==> config.mk <==
export PLATFORM = sky130hd
export DESIGN_NAME = noc_endpoint_flat
export DESIGN_NICKNAME = d
export VERILOG_FILES = /design/src/rtl/noc_endpoint_if.sv /design/src/rtl/noc_endpoint.sv /design/src/flat_wrapper.sv
export SDC_FILE = /design/constraint.sdc
export NUM_CORES = 1
export LEC_CHECK = 0
export ABC_AREA = 0
export CORE_MARGIN = 5
export CORE_UTILIZATION = 55
export DETAILED_ROUTE_END_ITERATION = 8
export PLACE_DENSITY = 0.89
export SLEW_MARGIN = 20
export SYNTH_ARGS = -nofsm -noshare
export SYNTH_HDL_FRONTEND = slang
export SYNTH_SLANG_ARGS = --single-unit
==> constraint.sdc <==
create_clock -name sys_clk -period 3.35 [get_ports sys_clk]
set_input_delay 0.67 -clock sys_clk [delete_from_list [all_inputs] [get_ports sys_clk]]
set_output_delay 0.67 -clock sys_clk [all_outputs]
set_load 0.01 [all_outputs]
==> src/rtl/noc_endpoint_if.sv <==
`default_nettype none
//==============================================================================
// Module   : noc_endpoint_if
// Brief    : Client TX/RX handshakes and CONNECT send/receive port signals
//            bundled for noc_endpoint; slave = endpoint, master = surroundings.
// Revision : 1.0
//==============================================================================
interface noc_endpoint_if #(
    parameter int DATA_W = 32,
    parameter int DEST_W = 5,
    parameter int VC_W   = 2
);
    localparam int FLIT_W = 2 + DEST_W + VC_W + DATA_W;

    // Client transmit side
    logic              tx_valid;
    logic              tx_ready;
    logic [DEST_W-1:0] tx_dest;
    logic [VC_W-1:0]   tx_vc;
    logic              tx_tail;
    logic [DATA_W-1:0] tx_data;

    // Network send port
    logic [FLIT_W-1:0] putFlit;
    logic              EN_putFlit;
    logic [VC_W:0]     getCredits;

    // Network receive port
    logic [FLIT_W-1:0] getFlit;
    logic              EN_getFlit;
    logic [VC_W:0]     putCredits;
    logic              EN_putCredits;

    // Client receive side
    logic              rx_valid;
    logic              rx_ready;
    logic [DEST_W-1:0] rx_dest;
    logic [VC_W-1:0]   rx_vc;
    logic              rx_tail;
    logic [DATA_W-1:0] rx_data;

    logic              err;

    modport slave (
        input  tx_valid, tx_dest, tx_vc, tx_tail, tx_data,
        output tx_ready,
        output putFlit, EN_putFlit,
        input  getCredits,
        input  getFlit,
        output EN_getFlit, putCredits, EN_putCredits,
        output rx_valid, rx_dest, rx_vc, rx_tail, rx_data,
        input  rx_ready,
        output err
    );

    modport master (
        output tx_valid, tx_dest, tx_vc, tx_tail, tx_data,
        input  tx_ready,
        input  putFlit, EN_putFlit,
        output getCredits,
        output getFlit,
        input  EN_getFlit, putCredits, EN_putCredits,
        input  rx_valid, rx_dest, rx_vc, rx_tail, rx_data,
        output rx_ready,
        input  err
    );
endinterface
`default_nettype wire

==> src/rtl/noc_endpoint.sv <==
`default_nettype none
//==============================================================================
// Module   : noc_endpoint
// Brief    : Credit-managed CONNECT endpoint: TX queue with per-VC credit
//            gating, RX queue with per-flit credit return. Define
//            NOC_EP_STATS_EN to add tx_count/rx_count/stall_count outputs.
// Revision : 1.0
//==============================================================================
module noc_endpoint #(
    parameter int DATA_W    = 32,
    parameter int DEST_W    = 5,
    parameter int VC_W      = 2,
    parameter int NUM_VC    = 1,
    parameter int CREDITS   = 16,
    parameter int TXQ_DEPTH = 4,
    parameter int RXQ_DEPTH = 4
)(
    input  wire logic          sys_clk,
    input  wire logic          nreset,
    noc_endpoint_if.slave      bus
`ifdef NOC_EP_STATS_EN
    ,
    output logic [31:0]        tx_count,
    output logic [31:0]        rx_count,
    output logic [31:0]        stall_count
`endif
);
    localparam int c_ent_w  = 1 + DEST_W + VC_W + DATA_W;   // {tail, dest, vc, data}
    localparam int c_flit_w = 1 + c_ent_w;
    localparam int c_cred_w = $clog2(CREDITS + 1);
    localparam int c_txa_w  = (TXQ_DEPTH > 1) ? $clog2(TXQ_DEPTH) : 1;
    localparam int c_txc_w  = $clog2(TXQ_DEPTH + 1);
    localparam int c_rxa_w  = (RXQ_DEPTH > 1) ? $clog2(RXQ_DEPTH) : 1;
    localparam int c_rxc_w  = $clog2(RXQ_DEPTH + 1);
    localparam logic [c_cred_w-1:0] c_credits_init = c_cred_w'(CREDITS);

    //--------------------------------------------------------------------------
    // Transmit queue and inject decision
    //--------------------------------------------------------------------------
    logic [c_ent_w-1:0]  r_txq [TXQ_DEPTH];
    logic [c_txa_w-1:0]  r_tx_wr;
    logic [c_txa_w-1:0]  r_tx_rd;
    logic [c_txc_w-1:0]  r_tx_cnt;
    logic [c_cred_w-1:0] r_credit [NUM_VC];
    logic [c_flit_w-1:0] r_put_flit;
    logic                r_en_put_flit;

    logic                w_tx_empty;
    logic                w_tx_full;
    logic                w_tx_push;
    logic [c_ent_w-1:0]  w_tx_in;
    logic [c_ent_w-1:0]  w_cand;
    logic                w_cand_valid;
    logic [VC_W-1:0]     w_cand_vc;
    logic [c_cred_w-1:0] w_head_credit;
    logic                w_inject;
    logic                w_bypass;
    logic                w_tx_pop;
    logic                w_tx_wr_en;

    assign w_tx_empty = (r_tx_cnt == '0);
    assign w_tx_full  = (r_tx_cnt == c_txc_w'(TXQ_DEPTH));
    assign w_tx_push  = bus.tx_valid && !w_tx_full;
    assign w_tx_in    = {bus.tx_tail, bus.tx_dest, bus.tx_vc, bus.tx_data};

    // An empty queue lets the arriving flit compete directly, so a push in
    // cycle N can be on the wire in N+1.
    assign w_cand       = w_tx_empty ? w_tx_in : r_txq[r_tx_rd];
    assign w_cand_valid = !w_tx_empty || w_tx_push;
    assign w_cand_vc    = w_cand[DATA_W +: VC_W];

    always_comb begin
        w_head_credit = '0;
        for (int v = 0; v < NUM_VC; v++) begin
            if (w_cand_vc == VC_W'(v)) begin
                w_head_credit = r_credit[v];
            end
        end
    end

    assign w_inject   = w_cand_valid && (w_head_credit != '0);
    assign w_bypass   = w_tx_empty && w_inject;
    assign w_tx_pop   = !w_tx_empty && w_inject;
    assign w_tx_wr_en = w_tx_push && !w_bypass;

    always_ff @(posedge sys_clk) begin
        if (w_tx_wr_en) begin
            r_txq[r_tx_wr] <= w_tx_in;
        end
    end

    always_ff @(posedge sys_clk or negedge nreset) begin
        if (!nreset) begin
            r_tx_wr       <= '0;
            r_tx_rd       <= '0;
            r_tx_cnt      <= '0;
            r_put_flit    <= '0;
            r_en_put_flit <= 1'b0;
        end else begin
            if (w_tx_wr_en) begin
                r_tx_wr <= (r_tx_wr == c_txa_w'(TXQ_DEPTH - 1)) ? '0 : r_tx_wr + c_txa_w'(1);
            end
            if (w_tx_pop) begin
                r_tx_rd <= (r_tx_rd == c_txa_w'(TXQ_DEPTH - 1)) ? '0 : r_tx_rd + c_txa_w'(1);
            end
            r_tx_cnt      <= r_tx_cnt + c_txc_w'(w_tx_wr_en) - c_txc_w'(w_tx_pop);
            r_en_put_flit <= w_inject;
            r_put_flit    <= w_inject ? {1'b1, w_cand} : '0;
        end
    end

    //--------------------------------------------------------------------------
    // Per-VC credit counters
    //--------------------------------------------------------------------------
    logic                w_cr_valid;
    logic [VC_W-1:0]     w_cr_vc;
    logic [NUM_VC-1:0]   w_cr_inc;
    logic [NUM_VC-1:0]   w_cr_dec;
    logic [NUM_VC-1:0]   w_cr_ovf;

    assign w_cr_valid = bus.getCredits[VC_W];
    assign w_cr_vc    = bus.getCredits[VC_W-1:0];

    // A return and a send on the same VC cancel, so only an unmatched
    // return at the full count is an overflow.
    always_comb begin
        w_cr_inc = '0;
        w_cr_dec = '0;
        w_cr_ovf = '0;
        for (int v = 0; v < NUM_VC; v++) begin
            w_cr_inc[v] = w_cr_valid && (w_cr_vc == VC_W'(v));
            w_cr_dec[v] = w_inject && (w_cand_vc == VC_W'(v));
            w_cr_ovf[v] = w_cr_inc[v] && !w_cr_dec[v] && (r_credit[v] == c_credits_init);
        end
    end

    always_ff @(posedge sys_clk or negedge nreset) begin
        if (!nreset) begin
            for (int v = 0; v < NUM_VC; v++) begin
                r_credit[v] <= c_credits_init;
            end
        end else begin
            for (int v = 0; v < NUM_VC; v++) begin
                if (w_cr_inc[v] && !w_cr_dec[v] && !w_cr_ovf[v]) begin
                    r_credit[v] <= r_credit[v] + c_cred_w'(1);
                end else if (w_cr_dec[v] && !w_cr_inc[v]) begin
                    r_credit[v] <= r_credit[v] - c_cred_w'(1);
                end
            end
        end
    end

    //--------------------------------------------------------------------------
    // Receive queue and credit return
    //--------------------------------------------------------------------------
    logic [c_ent_w-1:0]  r_rxq [RXQ_DEPTH];
    logic [c_rxa_w-1:0]  r_rx_wr;
    logic [c_rxa_w-1:0]  r_rx_rd;
    logic [c_rxc_w-1:0]  r_rx_cnt;
    logic [VC_W:0]       r_put_credits;
    logic                r_en_put_credits;
    logic                r_err;

    logic                w_rx_empty;
    logic                w_rx_full;
    logic                w_rx_in_valid;
    logic                w_rx_pop;
    logic                w_rx_push;
    logic                w_rx_drop;
    logic [c_ent_w-1:0]  w_rx_head;

    assign w_rx_empty    = (r_rx_cnt == '0);
    assign w_rx_full     = (r_rx_cnt == c_rxc_w'(RXQ_DEPTH));
    assign w_rx_in_valid = bus.getFlit[c_flit_w-1];
    assign w_rx_head     = r_rxq[r_rx_rd];
    assign w_rx_pop      = !w_rx_empty && bus.rx_ready;
    // A flit arriving at full still fits when the client frees a slot in
    // the same cycle; otherwise it is lost.
    assign w_rx_push     = w_rx_in_valid && (!w_rx_full || w_rx_pop);
    assign w_rx_drop     = w_rx_in_valid && w_rx_full && !w_rx_pop;

    always_ff @(posedge sys_clk) begin
        if (w_rx_push) begin
            r_rxq[r_rx_wr] <= bus.getFlit[c_ent_w-1:0];
        end
    end

    always_ff @(posedge sys_clk or negedge nreset) begin
        if (!nreset) begin
            r_rx_wr          <= '0;
            r_rx_rd          <= '0;
            r_rx_cnt         <= '0;
            r_put_credits    <= '0;
            r_en_put_credits <= 1'b0;
        end else begin
            if (w_rx_push) begin
                r_rx_wr <= (r_rx_wr == c_rxa_w'(RXQ_DEPTH - 1)) ? '0 : r_rx_wr + c_rxa_w'(1);
            end
            if (w_rx_pop) begin
                r_rx_rd <= (r_rx_rd == c_rxa_w'(RXQ_DEPTH - 1)) ? '0 : r_rx_rd + c_rxa_w'(1);
            end
            r_rx_cnt         <= r_rx_cnt + c_rxc_w'(w_rx_push) - c_rxc_w'(w_rx_pop);
            r_en_put_credits <= w_rx_pop;
            r_put_credits    <= w_rx_pop ? {1'b1, w_rx_head[DATA_W +: VC_W]} : '0;
        end
    end

    always_ff @(posedge sys_clk or negedge nreset) begin
        if (!nreset) begin
            r_err <= 1'b0;
        end else if ((|w_cr_ovf) || w_rx_drop) begin
            r_err <= 1'b1;
        end
    end

    //--------------------------------------------------------------------------
    // Outputs
    //--------------------------------------------------------------------------
    assign bus.tx_ready      = !w_tx_full;
    assign bus.putFlit       = r_put_flit;
    assign bus.EN_putFlit    = r_en_put_flit;
    assign bus.EN_getFlit    = !w_rx_full;
    assign bus.putCredits    = r_put_credits;
    assign bus.EN_putCredits = r_en_put_credits;
    assign bus.rx_valid      = !w_rx_empty;
    assign bus.rx_tail       = w_rx_head[c_ent_w-1];
    assign bus.rx_dest       = w_rx_head[DATA_W + VC_W +: DEST_W];
    assign bus.rx_vc         = w_rx_head[DATA_W +: VC_W];
    assign bus.rx_data       = w_rx_head[DATA_W-1:0];
    assign bus.err           = r_err;

`ifdef NOC_EP_STATS_EN
    logic [31:0] r_tx_count;
    logic [31:0] r_rx_count;
    logic [31:0] r_stall_count;

    always_ff @(posedge sys_clk or negedge nreset) begin
        if (!nreset) begin
            r_tx_count    <= '0;
            r_rx_count    <= '0;
            r_stall_count <= '0;
        end else begin
            if (w_inject) begin
                r_tx_count <= r_tx_count + 32'd1;
            end
            if (w_rx_push) begin
                r_rx_count <= r_rx_count + 32'd1;
            end
            if (!w_tx_empty && (w_head_credit == '0)) begin
                r_stall_count <= r_stall_count + 32'd1;
            end
        end
    end

    assign tx_count    = r_tx_count;
    assign rx_count    = r_rx_count;
    assign stall_count = r_stall_count;
`endif

endmodule
`default_nettype wire

==> src/flat_wrapper.sv <==
// flat-port wrapper written by rule: the top's interface ports become plain ports
module noc_endpoint_flat 
#(
    parameter int DATA_W    = 32,
    parameter int DEST_W    = 5,
    parameter int VC_W      = 2,
    parameter int NUM_VC    = 1,
    parameter int CREDITS   = 16,
    parameter int TXQ_DEPTH = 4,
    parameter int RXQ_DEPTH = 4
)
  (sys_clk, nreset, bus_tx_valid, bus_tx_dest, bus_tx_vc, bus_tx_tail, bus_tx_data, bus_tx_ready, bus_putFlit, bus_EN_putFlit, bus_getCredits, bus_getFlit, bus_EN_getFlit, bus_putCredits, bus_EN_putCredits, bus_rx_valid, bus_rx_dest, bus_rx_vc, bus_rx_tail, bus_rx_data, bus_rx_ready, bus_err);
  noc_endpoint_if #(.DATA_W(DATA_W), .DEST_W(DEST_W), .VC_W(VC_W)) bus_i ();
  input  wire logic sys_clk;
  input  wire logic nreset;
  input wire logic [$bits(bus_i.tx_valid)-1:0] bus_tx_valid;
  input wire logic [$bits(bus_i.tx_dest)-1:0] bus_tx_dest;
  input wire logic [$bits(bus_i.tx_vc)-1:0] bus_tx_vc;
  input wire logic [$bits(bus_i.tx_tail)-1:0] bus_tx_tail;
  input wire logic [$bits(bus_i.tx_data)-1:0] bus_tx_data;
  output wire logic [$bits(bus_i.tx_ready)-1:0] bus_tx_ready;
  output wire logic [$bits(bus_i.putFlit)-1:0] bus_putFlit;
  output wire logic [$bits(bus_i.EN_putFlit)-1:0] bus_EN_putFlit;
  input wire logic [$bits(bus_i.getCredits)-1:0] bus_getCredits;
  input wire logic [$bits(bus_i.getFlit)-1:0] bus_getFlit;
  output wire logic [$bits(bus_i.EN_getFlit)-1:0] bus_EN_getFlit;
  output wire logic [$bits(bus_i.putCredits)-1:0] bus_putCredits;
  output wire logic [$bits(bus_i.EN_putCredits)-1:0] bus_EN_putCredits;
  output wire logic [$bits(bus_i.rx_valid)-1:0] bus_rx_valid;
  output wire logic [$bits(bus_i.rx_dest)-1:0] bus_rx_dest;
  output wire logic [$bits(bus_i.rx_vc)-1:0] bus_rx_vc;
  output wire logic [$bits(bus_i.rx_tail)-1:0] bus_rx_tail;
  output wire logic [$bits(bus_i.rx_data)-1:0] bus_rx_data;
  input wire logic [$bits(bus_i.rx_ready)-1:0] bus_rx_ready;
  output wire logic [$bits(bus_i.err)-1:0] bus_err;
  assign bus_i.tx_valid = bus_tx_valid;
  assign bus_i.tx_dest = bus_tx_dest;
  assign bus_i.tx_vc = bus_tx_vc;
  assign bus_i.tx_tail = bus_tx_tail;
  assign bus_i.tx_data = bus_tx_data;
  assign bus_tx_ready = bus_i.tx_ready;
  assign bus_putFlit = bus_i.putFlit;
  assign bus_EN_putFlit = bus_i.EN_putFlit;
  assign bus_i.getCredits = bus_getCredits;
  assign bus_i.getFlit = bus_getFlit;
  assign bus_EN_getFlit = bus_i.EN_getFlit;
  assign bus_putCredits = bus_i.putCredits;
  assign bus_EN_putCredits = bus_i.EN_putCredits;
  assign bus_rx_valid = bus_i.rx_valid;
  assign bus_rx_dest = bus_i.rx_dest;
  assign bus_rx_vc = bus_i.rx_vc;
  assign bus_rx_tail = bus_i.rx_tail;
  assign bus_rx_data = bus_i.rx_data;
  assign bus_i.rx_ready = bus_rx_ready;
  assign bus_err = bus_i.err;
  noc_endpoint #(.DATA_W(DATA_W), .DEST_W(DEST_W), .VC_W(VC_W), .NUM_VC(NUM_VC), .CREDITS(CREDITS), .TXQ_DEPTH(TXQ_DEPTH), .RXQ_DEPTH(RXQ_DEPTH)) u_core (.sys_clk(sys_clk), .nreset(nreset), .bus(bus_i));
endmodule
==> impl_metrics.tcl, run 1 <==
set metrics [dict create \
    grt_use_met1 0.270 \
    finalClockSkew_ns 0.0120 \
    slowest_stage "dfrtp_2" \
    crit_path_max_incr_delay_ns 0.81 \
    area_growth_pct 24.8 \
    async_flop_share 0.167 \
    synth_edf_count 320 \
    switching_share 0.282 \
    grt_pass1_vias 7795 \
    drt_pre_antenna_iters 5 \
    postCtsSetupBuffers 0 \
    core_um2 26000 \
    grtUsageMet2 0.337 \
    synth_area_um2 14500 \
    worst_pin_slew_ns 0.916 \
    dieArea_um2 29600 \
    final_util 0.694 \
    multi_input_area_um2 3060 \
    wl_per_cell_um 23.6 \
    synth-seq-cells 384 \
    slew_headroom 0.389 \
    synth_compound_area_frac 0.0321 \
    cts-hold-fix-buffers 0 \
    fin_tns_setup_ns 0 \
    ff_latch_area_um2 11200 \
    synth.distinct_cells 46 \
    synth_xor_area_frac 0.00424 \
    startpoint_type "flop" \
    drt_first_iter_violations 691 \
    critPathKind "flop to output port" \
    muxShareOfSynthArea 0.133 \
    grt-busiest-layer "met2" \
    use_met3 0.0455 \
    nets 978 \
    gp_congestion 0.749 \
    setup_viol 0 \
    p_leak_nw 6.32 \
    dp_hpwl_mm 18.1 \
    clkLatencyLatePin_ns 0.51 \
    clkTransAtPathRegs_ns 0.07 \
    drtAntennaViolNets 0 \
    final_cell_mix "edfxtp_1, clkdlybuf4s50_1, mux4_2" \
    numPortBuffers 177 \
    period_share 0.921 \
    cts_root_buffer "clkbuf_16" \
    drive_gt1_frac 0.208 \
    p_seq_frac 0.421 \
    fill_cells 1532 \
    synth_adder_area_share 0.0189 \
    via_per_inst 5.88 \
    combPwrFrac 0.316 \
    io_pins 178 \
    fin_crit_ns 3.08 \
    hold_violations 0 \
    htree_num_levels 2 \
    vdd_drop_max_uv 637 \
    dr_total_vias 7254 \
    gr-total-overflow 0 \
    cts_buffer_depth 3 \
    powerDensity_nw_per_um2 902 \
    postSynthCellCount 661 \
    die_x_um 172 \
    rr_worst_depth 8 \
    diodes 0 \
    worstSetupStartpoint "u_core.r_rx_rd[1]$_DFFE_PN0P_" \
    clkPwrFrac 0.263 \
    drv_cap 0 \
    r2r-start "u_core.r_tx_rd[1]$_DFFE_PN0P_" \
    cts_buffers 38 \
    synth_area_per_cell_um2 21.9 \
    p_int_mw 11.7 \
    synth_flop_cell "edfxtp_1" \
    yosys.area_share.simple 0.0222 \
    cts_tree "done" \
    grt_pass1_wl_mm 44.8 \
    drc 0 \
    grt_start_max_net_pins 65 \
    fmaxAchievable_mhz 324 \
    crit_chain "buf_12 -> mux4_2 -> clkdlybuf4s50_1" \
    grtUsageTotal 0.200 \
    die_y_um 172 \
    path_max_fanout 26 \
    rows 59 \
    critical_path_arrival_ns 2.41 \
    cts_resized 0 \
    synth_seq_area_share 0.775 \
    initial_core_util 0.557 \
    synth_top_family_by_area "multiplexers" \
    rsz0062_at_grt "no" \
    antenna_found_initial 2 \
    cts.sinks 384 \
    routed_wl_mm 29.1 \
    worstHoldPathType "input pin to asynchronous set/reset pin" \
    end_kind "output port" \
    final_common_cell "edfxtp_1" \
    switching_power_mw 4.59 \
    required_ns 2.68 \
    drv_slew 0 \
    yosysWarningCount 0 \
    outcome "finished clean" \
]
## worst max-delay path: cells and delay by family, from the launching register on
family	cells	cell delay, ns
flip-flops	1	0.81
buffers and inverters	2	0.74
multiplexers	1	0.34
## final cells by class
| type | count | share of cell area |
|---|---|---|
| Inverter | 14 | 0.00291 |
| Multi-Input combinational cell | 233 | 0.170 |
| Tap cell | 335 | 0.0232 |
| Sequential cell | 384 | 0.622 |
| Timing Repair Buffer | 199 | 0.111 |
| Clock buffer | 51 | 0.0600 |
| Clock inverter | 17 | 0.0110 |
## cell usage after synthesis (2+ instances only)
master | n | area (um2)
or3b_2 | 2 | 17.5
nor3_1 | 2 | 10.0
a21o_1 | 2 | 15.0
xor2_1 | 3 | 26.3
a211o_1 | 2 | 17.5
nor2_1 | 15 | 56.3
or3_1 | 2 | 12.5
nor2_4 | 2 | 22.5
nand2_1 | 10 | 37.5
mux2i_1 | 5 | 50.1
xnor2_1 | 4 | 35.0
and3_1 | 3 | 18.8
clkbuf_1 | 15 | 56.3
buf_1 | 4 | 15.0
dfrtp_1 | 63 | 1580
ha_1 | 17 | 213
a22o_1 | 38 | 333
and2_1 | 8 | 50.1
mux2_2 | 8 | 90.1
fa_1 | 3 | 60.1
edfxtp_1 | 320 | 9610
buf_2 | 7 | 35.0
a221o_1 | 2 | 20.0
buf_4 | 2 | 15.0
a21oi_1 | 4 | 20.0
nand3_1 | 3 | 15.0
o22ai_1 | 2 | 12.5
inv_1 | 14 | 52.6
buf_6 | 3 | 33.8
nand2b_1 | 2 | 12.5
mux4_2 | 79 | 1780
## power by group through the flow
stage / Clock, mW / Combinational (mW) / Sequential, mW
after floorplan: 0 / 2.93 / 6.89
after detailed placement: 0 / 5.19 / 6.93
after CTS: 4.39 / 5.25 / 6.87
after global routing: 4.62 / 5.55 / 6.95
after global placement: 0 / 5.05 / 6.86
final: 4.29 / 5.14 / 6.85
## per-stage QoR
step / instance area, um2 / worst slack [ns] / cells / hold slack [ns] / total power, mW
floorplan: 14500 / 0.561 / 662 / 0.374 / 9.82
global placement: 16800 / 0.0913 / 1165 / 0.473 / 11.9
detailed placement: 16800 / 0.00272 / 1165 / 0.488 / 12.1
CTS: 18000 / 0.185 / 1233 / 0.315 / 16.5
global route: 18000 / 0.107 / 1233 / 0.349 / 17.1
finish: 18000 / 0.265 / 1233 / 0.288 / 16.3
## registers in the layout, summed over array words and instances (netlist names)
| name | count |
|---|---|
| u_core.bus.putCredits | 2 |
| u_core.bus.EN_putFlit | 1 |
| u_core.r_credit | 5 |
| u_core.r_tx_rd | 2 |
| u_core.r_rx_rd | 2 |
| u_core.r_rxq | 160 |
| u_core.r_txq | 160 |
| u_core.r_tx_wr | 2 |
| u_core.r_tx_cnt | 3 |
| u_core.r_rx_cnt | 3 |
| u_core.bus.putFlit | 40 |
| u_core.bus.err | 1 |
| u_core.r_rx_wr | 2 |
| u_core.bus.EN_putCredits | 1 |
## final timing paths
path	slack, ns	to
worst max-delay path	0.27	bus_rx_data[2]
worst min-delay path	0.29	u_core.bus.putFlit[13]$_DFF_PN0_
worst max register to register	0.37	u_core.r_credit[4]$_DFFE_PN1P_
worst min register to register	0.51	u_core.r_rx_cnt[2]$_DFF_PN0_
max in group asynchronous	2.40	u_core.r_rx_rd[0]$_DFFE_PN0P_
min in group sys_clk	0.51	u_core.r_rx_cnt[2]$_DFF_PN0_
## per-layer routing
layer  up-vias  share of wire
li1       3115              -
met1      3710           0.39
met2       381           0.51
met3        44          0.084
met4         4          0.015
met5         -        0.00093
## kinds of logic after synthesis
group                    Yosys count
AO/OA/AOI/OAI                     55
XOR/XNOR                           7
buffers and inverters             45
multiplexers                      92
adder cells (fa/ha/maj)           20
other                              1
flip-flops                       384
AND/OR/NAND/NOR                   57
No activity file was read; power rests on OpenSTA's default activity.
==> run 2, diff against run 1 <==
--- a/config.mk
+++ b/config.mk
@@ -10,6 +10,8 @@
 export CORE_UTILIZATION = 55
 export DETAILED_ROUTE_END_ITERATION = 8
 export PLACE_DENSITY = 0.89
+export REMOVE_ABC_BUFFERS = 1
+export SKIP_LAST_GASP = 1
 export SLEW_MARGIN = 20
 export SYNTH_ARGS = -nofsm -noshare
 export SYNTH_HDL_FRONTEND = slang
==> impl_metrics.tcl, run 2 (synthesized netlist as in run 1, its figures left out) <==
set metrics [dict create \
    clkTransAtPathRegs_ns 0.06 \
    outcome "finished clean" \
    wl_met1_mm 11.3 \
    drt_first_iter_violations 731 \
    critPathKind "flop to output port" \
    powerDensity_nw_per_um2 895 \
    core_um2 26000 \
    grt_pass1_wl_mm 44.7 \
    final_common_cell "edfxtp_1" \
    crit_path_max_incr_delay_ns 0.62 \
    hold_violations 0 \
    worst-path-buf-inv 2 \
    dr_total_vias 7233 \
    cts_resized 0 \
    startpoint_type "flop" \
    cts_root_buffer "clkbuf_16" \
    antenna_found_initial 0 \
    drv_slew 0 \
    dp_hpwl_mm 17.7 \
    required_ns 2.68 \
    cts_buffer_depth 3 \
    setup_viol 0 \
    wl_met3_mm 2.60 \
    place_area_um2 16800 \
    diodes 0 \
    cts_buffers 38 \
    routed_wl_mm 29.3 \
    numPortBuffers 177 \
    crit_chain "buf_4 -> mux4_2 -> clkdlybuf4s50_1" \
    die_x_um 172 \
    path_delay_family "buffers and inverters" \
    power.total_mw 16.1 \
    end_kind "output port" \
    finalClockSkew_ns 0.0175 \
    area_growth_pct 24.2 \
    via_per_inst 5.87 \
    wl_met2_mm 15.0 \
    wl_per_cell_um 23.8 \
    drc 0 \
    clkLatencyLatePin_ns 0.52 \
    postCtsSetupBuffers 0 \
    nets 977 \
    cts.sinks 384 \
    fin_crit_ns 3.07 \
    grt_pass1_vias 7761 \
    fill_cells 1592 \
    die_y_um 172 \
    cts-hold-fix-buffers 0 \
    fmaxAchievable_mhz 325 \
    critical_path_arrival_ns 2.40 \
    final_cell_mix "edfxtp_1, clkdlybuf4s50_1, mux4_2" \
    drive_gt1_frac 0.205 \
    dr.max_layer_used "met4" \
    worstHoldPathType "input pin to asynchronous set/reset pin" \
    rows 59 \
    worst_pin_slew_ns 0.918 \
    gp_congestion 0.839 \
    slew_headroom 0.388 \
    cts_tree "done" \
    initial_core_util 0.557 \
    period_share 0.918 \
    slowest_stage "mux4_2" \
    gr-total-overflow 0 \
    rsz0062_at_grt "no" \
    path_max_fanout 23 \
    io_pins 178 \
    htree_num_levels 2 \
    vdd_drop_max_uv 589 \
    grtUsageTotal 0.200 \
    dieArea_um2 29600 \
    grt_start_max_net_pins 65 \
    drtAntennaViolNets 0 \
    drt_pre_antenna_iters 7 \
    drv_cap 0 \
    fin_area_um2 18000 \
    p_leak_nw 6.27 \
]
## run 2: cell type report
type,count,area [um2],share of cell area
clock buffers,53,1040,0.0578
clock inverters,15,163,0.00905
inverters,14,52.6,0.00292
multi-input cells,233,3060,0.171
flip-flops and latches,384,11200,0.624
well taps,335,419,0.0233
repair buffers,198,2010,0.112
## run 2: path summary, 6_finish.rpt
kind / startpoint / to / slack, ns / cells after the start
worst min-delay path: nreset / u_core.bus.putFlit[13]$_DFF_PN0_ / 0.29 / 1
worst max-delay path: u_core.r_rx_rd[0]$_DFFE_PN0P_ / bus_rx_data[0] / 0.28 / 3
worst min register to register: u_core.bus.err$_DFFE_PN0P_ / u_core.bus.err$_DFFE_PN0P_ / 0.48 / 2
worst max register to register: u_core.r_tx_rd[1]$_DFFE_PN0P_ / u_core.r_credit[2]$_DFFE_PN0P_ / 0.48 / 8
min in group sys_clk: u_core.bus.err$_DFFE_PN0P_ / u_core.bus.err$_DFFE_PN0P_ / 0.48 / 2
max in group asynchronous: nreset / u_core.r_rx_rd[1]$_DFFE_PN0P_ / 2.39 / 1
## run 2: report_power, final
group | switching, mW | total (mW) | internal (mW)
logic | 2.50 | 5.21 | 2.71
clock network | 1.68 | 4.08 | 2.41
registers | 0.393 | 6.79 | 6.39
total | 4.57 | 16.1 | 11.5
## run 2: metrics by stage
stage          std cells  hold WS, ns  setup TNS [ns]  utilization  worst slack (ns)
2_1_floorplan        631        0.374          -31.35            -             -1.62
3_5_place_dp        1164        0.473               0        0.645             0.104
4_1_cts             1232        0.327               0        0.691             0.226
5_1_grt             1232        0.346               0        0.691             0.156
3_3_place_gp        1164        0.455               0        0.645             0.180
6_report            1232        0.285               0        0.691             0.275
## run 2: metal layers
| layer | global-route usage | vias up |
|---|---|---|
| li1 | - | 3116 |
| met5 | 0 | - |
| met4 | 0.0465 | 0 |
| met2 | 0.340 | 342 |
| met1 | 0.271 | 3733 |
| met3 | 0.0421 | 42 |
